## config.mk

```make
export PLATFORM = sky130hd
export DESIGN_NAME = f16_dot_acc_seq
export DESIGN_NICKNAME = d
export VERILOG_FILES = /design/src/rtl/f16_dot_acc_seq.sv
export SDC_FILE = /design/constraint.sdc
export NUM_CORES = 1
export LEC_CHECK = 0
export BUFFER_PORTS_ARGS = -buffer_cell sky130_fd_sc_hd__buf_2
export CELL_PAD_IN_SITES_DETAIL_PLACEMENT = 1
export CELL_PAD_IN_SITES_GLOBAL_PLACEMENT = 2
export CORE_MARGIN = 2
export CORE_UTILIZATION = 26
export CTS_CLUSTER_SIZE = 25
export DETAILED_ROUTE_END_ITERATION = 8
export PLACE_DENSITY_LB_ADDON = 0.08
export SLEW_MARGIN = 10
export SYNTH_ARGS = -nofsm -noshare
export SYNTH_HDL_FRONTEND = slang
export SYNTH_SLANG_ARGS = --single-unit
```

## constraint.sdc

```tcl
create_clock -name clk -period 4.8 [get_ports clk]
set_input_delay 1.2 -clock clk [delete_from_list [all_inputs] [get_ports clk]]
set_output_delay 1.2 -clock clk [all_outputs]
set_load 0.02 [all_outputs]
```

## src/rtl/f16_dot_acc_seq.sv

```systemverilog
// ---------------------------------------------------------------------------
// f16_dot_acc_seq
//   Streaming dot-product sequencer wrapped around an external, purely
//   combinational f16 fused multiply-add (f16_fmac_normal_no_grs).
//   Each accepted operand pair is folded as acc = x*y + acc. A vector ends on
//   in_last or when MAX_LEN elements have been folded; the finished sum is
//   then held on a valid/ready output port until it is consumed.
//
//   Optional build macro: F16_DOT_ACC_SKIP_ZERO_EN
//     When defined, a pair whose x or y exponent field is zero (zero or
//     subnormal, outside the FMAC's normal range) is counted but does not
//     update the accumulator; the FMAC result is ignored for that pair.
// ---------------------------------------------------------------------------
module f16_dot_acc_seq #(
  parameter int          MAX_LEN  = 16,
  parameter int          CNT_W    = $clog2(MAX_LEN + 1),
  parameter logic [15:0] ACC_INIT = 16'h0000
) (
  input  logic             clk,
  input  logic             rst,
  // operand stream
  input  logic             in_valid,
  output logic             in_ready,
  input  logic [15:0]      in_x,
  input  logic [15:0]      in_y,
  input  logic             in_last,
  // external FMAC datapath
  output logic [15:0]      fmac_x,
  output logic [15:0]      fmac_y,
  output logic [15:0]      fmac_z,
  input  logic [15:0]      fmac_result,
  // result stream
  output logic             out_valid,
  input  logic             out_ready,
  output logic [15:0]      out_sum,
  output logic [CNT_W-1:0] out_count,
  output logic             err_overlen
);

  typedef enum logic {
    ST_ACCUM = 1'b0,
    ST_HOLD  = 1'b1
  } state_t;

  localparam logic [CNT_W-1:0] MAX_CNT = CNT_W'(MAX_LEN);
  localparam logic [CNT_W-1:0] ONE_CNT = CNT_W'(1);

  state_t           state_reg;
  logic [15:0]      acc_reg;
  logic [CNT_W-1:0] count_reg;
  logic [15:0]      sum_reg;
  logic [CNT_W-1:0] out_count_reg;
  logic             err_reg;

  logic             accept;
  logic [CNT_W-1:0] count_next;
  logic             hit_max;
  logic             vec_end;
  logic [15:0]      fold_value;

  // The FMAC sees the live operands; its z input is the running sum, or the
  // seed value on the first element of a vector.
  always_comb begin
    fmac_x = in_x;
    fmac_y = in_y;
    fmac_z = (count_reg == '0) ? ACC_INIT : acc_reg;
  end

  // Handshake decode and the value folded into the accumulator this cycle.
  always_comb begin
    in_ready   = (state_reg == ST_ACCUM);
    out_valid  = (state_reg == ST_HOLD);
    accept     = in_valid && in_ready;
    count_next = count_reg + ONE_CNT;
    hit_max    = (count_next == MAX_CNT);
    vec_end    = in_last || hit_max;
`ifdef F16_DOT_ACC_SKIP_ZERO_EN
    // Zero/subnormal operands would leave the FMAC's normal-only range, so
    // the pair contributes nothing and the current sum is carried forward.
    if ((in_x[14:10] == 5'd0) || (in_y[14:10] == 5'd0)) begin
      fold_value = fmac_z;
    end else begin
      fold_value = fmac_result;
    end
`else
    fold_value = fmac_result;
`endif
  end

  // Sequencer: accumulate in ACCUM, present the finished sum in HOLD.
  always_ff @(posedge clk) begin
    if (rst) begin
      state_reg     <= ST_ACCUM;
      acc_reg       <= ACC_INIT;
      count_reg     <= '0;
      sum_reg       <= 16'h0000;
      out_count_reg <= '0;
      err_reg       <= 1'b0;
    end else begin
      case (state_reg)
        ST_ACCUM: begin
          if (accept) begin
            if (vec_end) begin
              // Capture the finished vector and re-seed for the next one.
              sum_reg       <= fold_value;
              out_count_reg <= count_next;
              err_reg       <= hit_max && !in_last;
              acc_reg       <= ACC_INIT;
              count_reg     <= '0;
              state_reg     <= ST_HOLD;
            end else begin
              acc_reg   <= fold_value;
              count_reg <= count_next;
            end
          end
        end
        ST_HOLD: begin
          // Result registers are untouched here, so they stay stable under
          // backpressure. No new pair is taken in the handshake cycle.
          if (out_ready) begin
            state_reg <= ST_ACCUM;
          end
        end
        default: begin
          state_reg <= ST_ACCUM;
        end
      endcase
    end
  end

  assign out_sum     = sum_reg;
  assign out_count   = out_count_reg;
  assign err_overlen = err_reg;

endmodule

```

==> key figures <==
Timing
  • Worst Skew: ~12 ps
  • RSZ-0062 raised after global routing: no
  • Final clock period utilization by the worst path: 0.6795
  • Final Hold Viols: 0
  • Final setup fails: 0
  • Slew margin rel.: 0.3689
  • Tmin final: 3262 ps
  • Setup TNS: 0 ps
  • Final Slew Violations: 0
  • Fmax: about 0.3 GHz
  • Worst-Margin Slew: about 940 ps

Finish
  • Antenna diodes: 0
  • Reg area: roughly 880 sq um
  • Cell Count, Final, Fillers Out: slightly below 400
  • Area of the multi-input gates: roughly 1100 sq um
  • Design area: approximately 2500 sq um
  • Area growth from synthesis to layout: 10.03%
  • Fill count: around 1000
  • Layout Nets: roughly 340
  • Share of cells above drive strength 1: 0.2650

Clock tree
  • CTS Sinks: 44
  • H-tree levels: 2
  • Cts bufs inserted: 5
  • Max Buffers Root-to-Sink: 2
  • Post-CTS Setup Inserts: 0
  • CTS tree: yes
  • Clock latency on the worst-skew pair: ~300 ps
  • Clock root cell: clkbuf_8
  • Clock slew at reported path FFs: 100 ps
  • # hold bufs at CTS: 0
  • Post-CTS sizing: 0

Worst hold path
  • Worst hold path type: reg -> reg
  • HP Start: acc_reg[6]

Drt
  • Final ANT Viol Nets: 0
  • DR vias/cell: approximately 4.3
  • DRC Markers: 0
  • Via count: 1698
  • DR pass1 iterations: 4
  • 1st-iter DRT viols: a little under 60
  • DRT Wirelength: approximately 5500 um
  • Avg WL per Cell: approximately 14 um

Setup path
  • Critical path launch point type: flip-flop
  • Max FO, Critical Path: 16
  • CP Capture Type: output port
  • Worst path slowest cell: nor4b_4
  • Largest stage delay, worst path: about 690 ps
  • R2r setup slk: 2490 ps
  • Kind of critical path: reg -> out
  • Crit path from: count_reg[0]
  • Crit path cell chain: inv_1 -> ha_1 -> nor4b_4 -> and2b_1 -> buf_2
  • CP Data Arrival Time: slightly above 2000 ps
  • RR Startpoint: out_valid
  • Worst path required time: about 3600 ps

Yosys
  • Synth Net Count: ~320
  • Post-synth cell types: 33
  • Register area share after synthesis: 0.3900
  • Seq cells post-synth: 44
  • Post-Syn Area: between 2000 and 2500 sq um
  • Post-synth EDFFs: 0
  • Cells after synthesis: between 200 and 300
  • Ys Warns: 0
  • Fraction of registers with async set/reset: 0
  • Most used DFF post-synth: dfxtp_1
  • Syn Area/Cell: between 8 and 9 sq um

Pwr
  • Clock power share: 0.326
  • PwrDens: ~290 nW/um^2
  • Leakage Power: 1.167 nW
  • Switching share of power: 0.2845
  • Peak supply drop: 0.09938 mV
  • P_int: between 0.5 and 0.6 mW
  • Seq pwr share: 0.533
  • NetSw: about 0.21 mW
  • Comb power frac: 0.141

Placement
  • Post-Place Cells: 383
  • DP Area: ~2400 sq um
  • Port Buffers: 60
  • Global placer's final weighted congestion: a little over 0.7
  • Post-DP HPWL: between 3000 and 4000 um

Global route
  • Met3 GRT Util: 0.04101
  • GRT met2 Usage: 0.1944
  • Vias in the first global route: between 1500 and 2000
  • Initial antenna violation count: 0
  • Total Routing Usage GR: 0.1228
  • Met1 Use GR: 0.1618
  • Global routing's busiest layer: met2
  • Grt ovf: 0
  • First-pass GRT wire length: about 9400 um
  • Maximum number of pins on one net before global-route repair: 47

Floorplan
  • Starting Density: 0.2641
  • Die width: slightly below 100 um
  • Top-level I/O count: between 100 and 150
  • DIE AREA: between 9000 and 10000 sq um
  • Core area: 8551 sq um
  • Std-Cell Rows: 34
  • DIE HEIGHT: 97.20 um

Outcome
  • Status: complete, no violations

Flow run
  • MaxCap Viol Count: 0
cell usage after synthesis, drive strengths merged (3+ instances only):
| cell | number | share of area |
|---|---|---|
| mux2 | 3 | 0.017 |
| buf | 38 | 0.12 |
| and2b | 6 | 0.020 |
| nand3 | 4 | 0.0089 |
| nand2b | 38 | 0.11 |
| nand2 | 35 | 0.058 |
| clkbuf | 8 | 0.013 |
| o21ai | 3 | 0.0083 |
| nor2 | 8 | 0.013 |
| nor2b | 15 | 0.042 |
| dfxtp | 44 | 0.39 |
| inv | 3 | 0.0050 |
| a21oi | 22 | 0.054 |
| mux2i | 19 | 0.084 |
power groups by stage:
stage | Sequential [mW] | Clock, mW | Combinational [mW]
6_report | 0.390 | 0.239 | 0.103
3_3_place_gp | 0.399 | 0 | 0.106
5_1_grt | 0.393 | 0.270 | 0.116
2_1_floorplan | 0.408 | 0 | 0.0985
3_5_place_dp | 0.399 | 0 | 0.106
4_1_cts | 0.391 | 0.256 | 0.106
cell usage in the layout, fill, tap and decap left out, drive strengths merged:
master	netlist	layout
xnor2	2	2
buf	38	60
nor2	8	8
xor2	1	1
nand2b	38	38
and2b	6	6
nor3	1	1
nor2b	15	15
nand2	35	35
inv	3	3
mux2	3	3
nand3	4	4
ha	2	2
and3	1	1
o21a	1	1
o21ai	3	3
and2	1	1
a21oi	22	22
a2111oi	1	1
mux2i	19	19
clkinv	0	3
a21boi	1	1
a22oi	1	1
a211oi	1	1
nor4b	2	2
clkbuf	8	5
dfxtp	44	44
path summary, 6_finish.rpt:
path,to,cells past startpoint
worst min register to register,acc_reg[6],2
worst max register to register,count_reg[1],4
worst min-delay path,acc_reg[6],2
worst max-delay path,fmac_z[14],5
critical path, delay by kind of cell (launching register included):
kind | cells | cell delay (ps)
adders and majority gates | 1 | 160
and+or+nand+nor | 2 | 970
DFF | 1 | 370
buffers and inverters | 2 | 270
cell type report:
type,instances,area share
Multi-Input combinational cell,168,0.4305
Sequential cell,44,0.3545
Timing Repair Buffer,60,0.1208
Tap cell,108,0.05438
Clock buffer,5,0.02769
Clock inverter,3,0.007553
Inverter,3,0.004532
through the flow:
step | power, mW | worst slack (ps) | utilization | hold slack [ps]
after floorplan | 0.5068 | 2136 | - | 431.8
after CTS | 0.7536 | 1461 | 0.2906 | 461.4
final | 0.7325 | 1538 | 0.2906 | 458.1
after global routing | 0.7798 | 1331 | 0.2906 | 473.9
after detailed placement | 0.5050 | 1499 | 0.2804 | 447.0
after global placement | 0.5050 | 1521 | 0.2804 | 441.1
routing by layer:
| layer | routed length [um] | up-vias |
|---|---|---|
| met3 | 375 | 4 |
| met4 | 45 | 0 |
| met5 | 0 | - |
| li1 | - | 848 |
| met1 | 2673 | 782 |
| met2 | 2393 | 64 |
cell families (layout without fill, tap and decap cells):
| logic type | Yosys count | count (layout) | share of synthesized area |
|---|---|---|---|
| and+or+nand+nor | 111 | 111 | 0.2654 |
| buffers and inverters | 49 | 71 | 0.1413 |
| DFF | 44 | 44 | 0.3900 |
| AOI/OAI and AO/OA | 30 | 30 | 0.07979 |
| muxes | 22 | 22 | 0.1008 |
| xor gates and xnor gates | 3 | 3 | 0.01164 |
| adders and majority gates | 2 | 2 | 0.01108 |
Power figures use the tool's default switching activity.
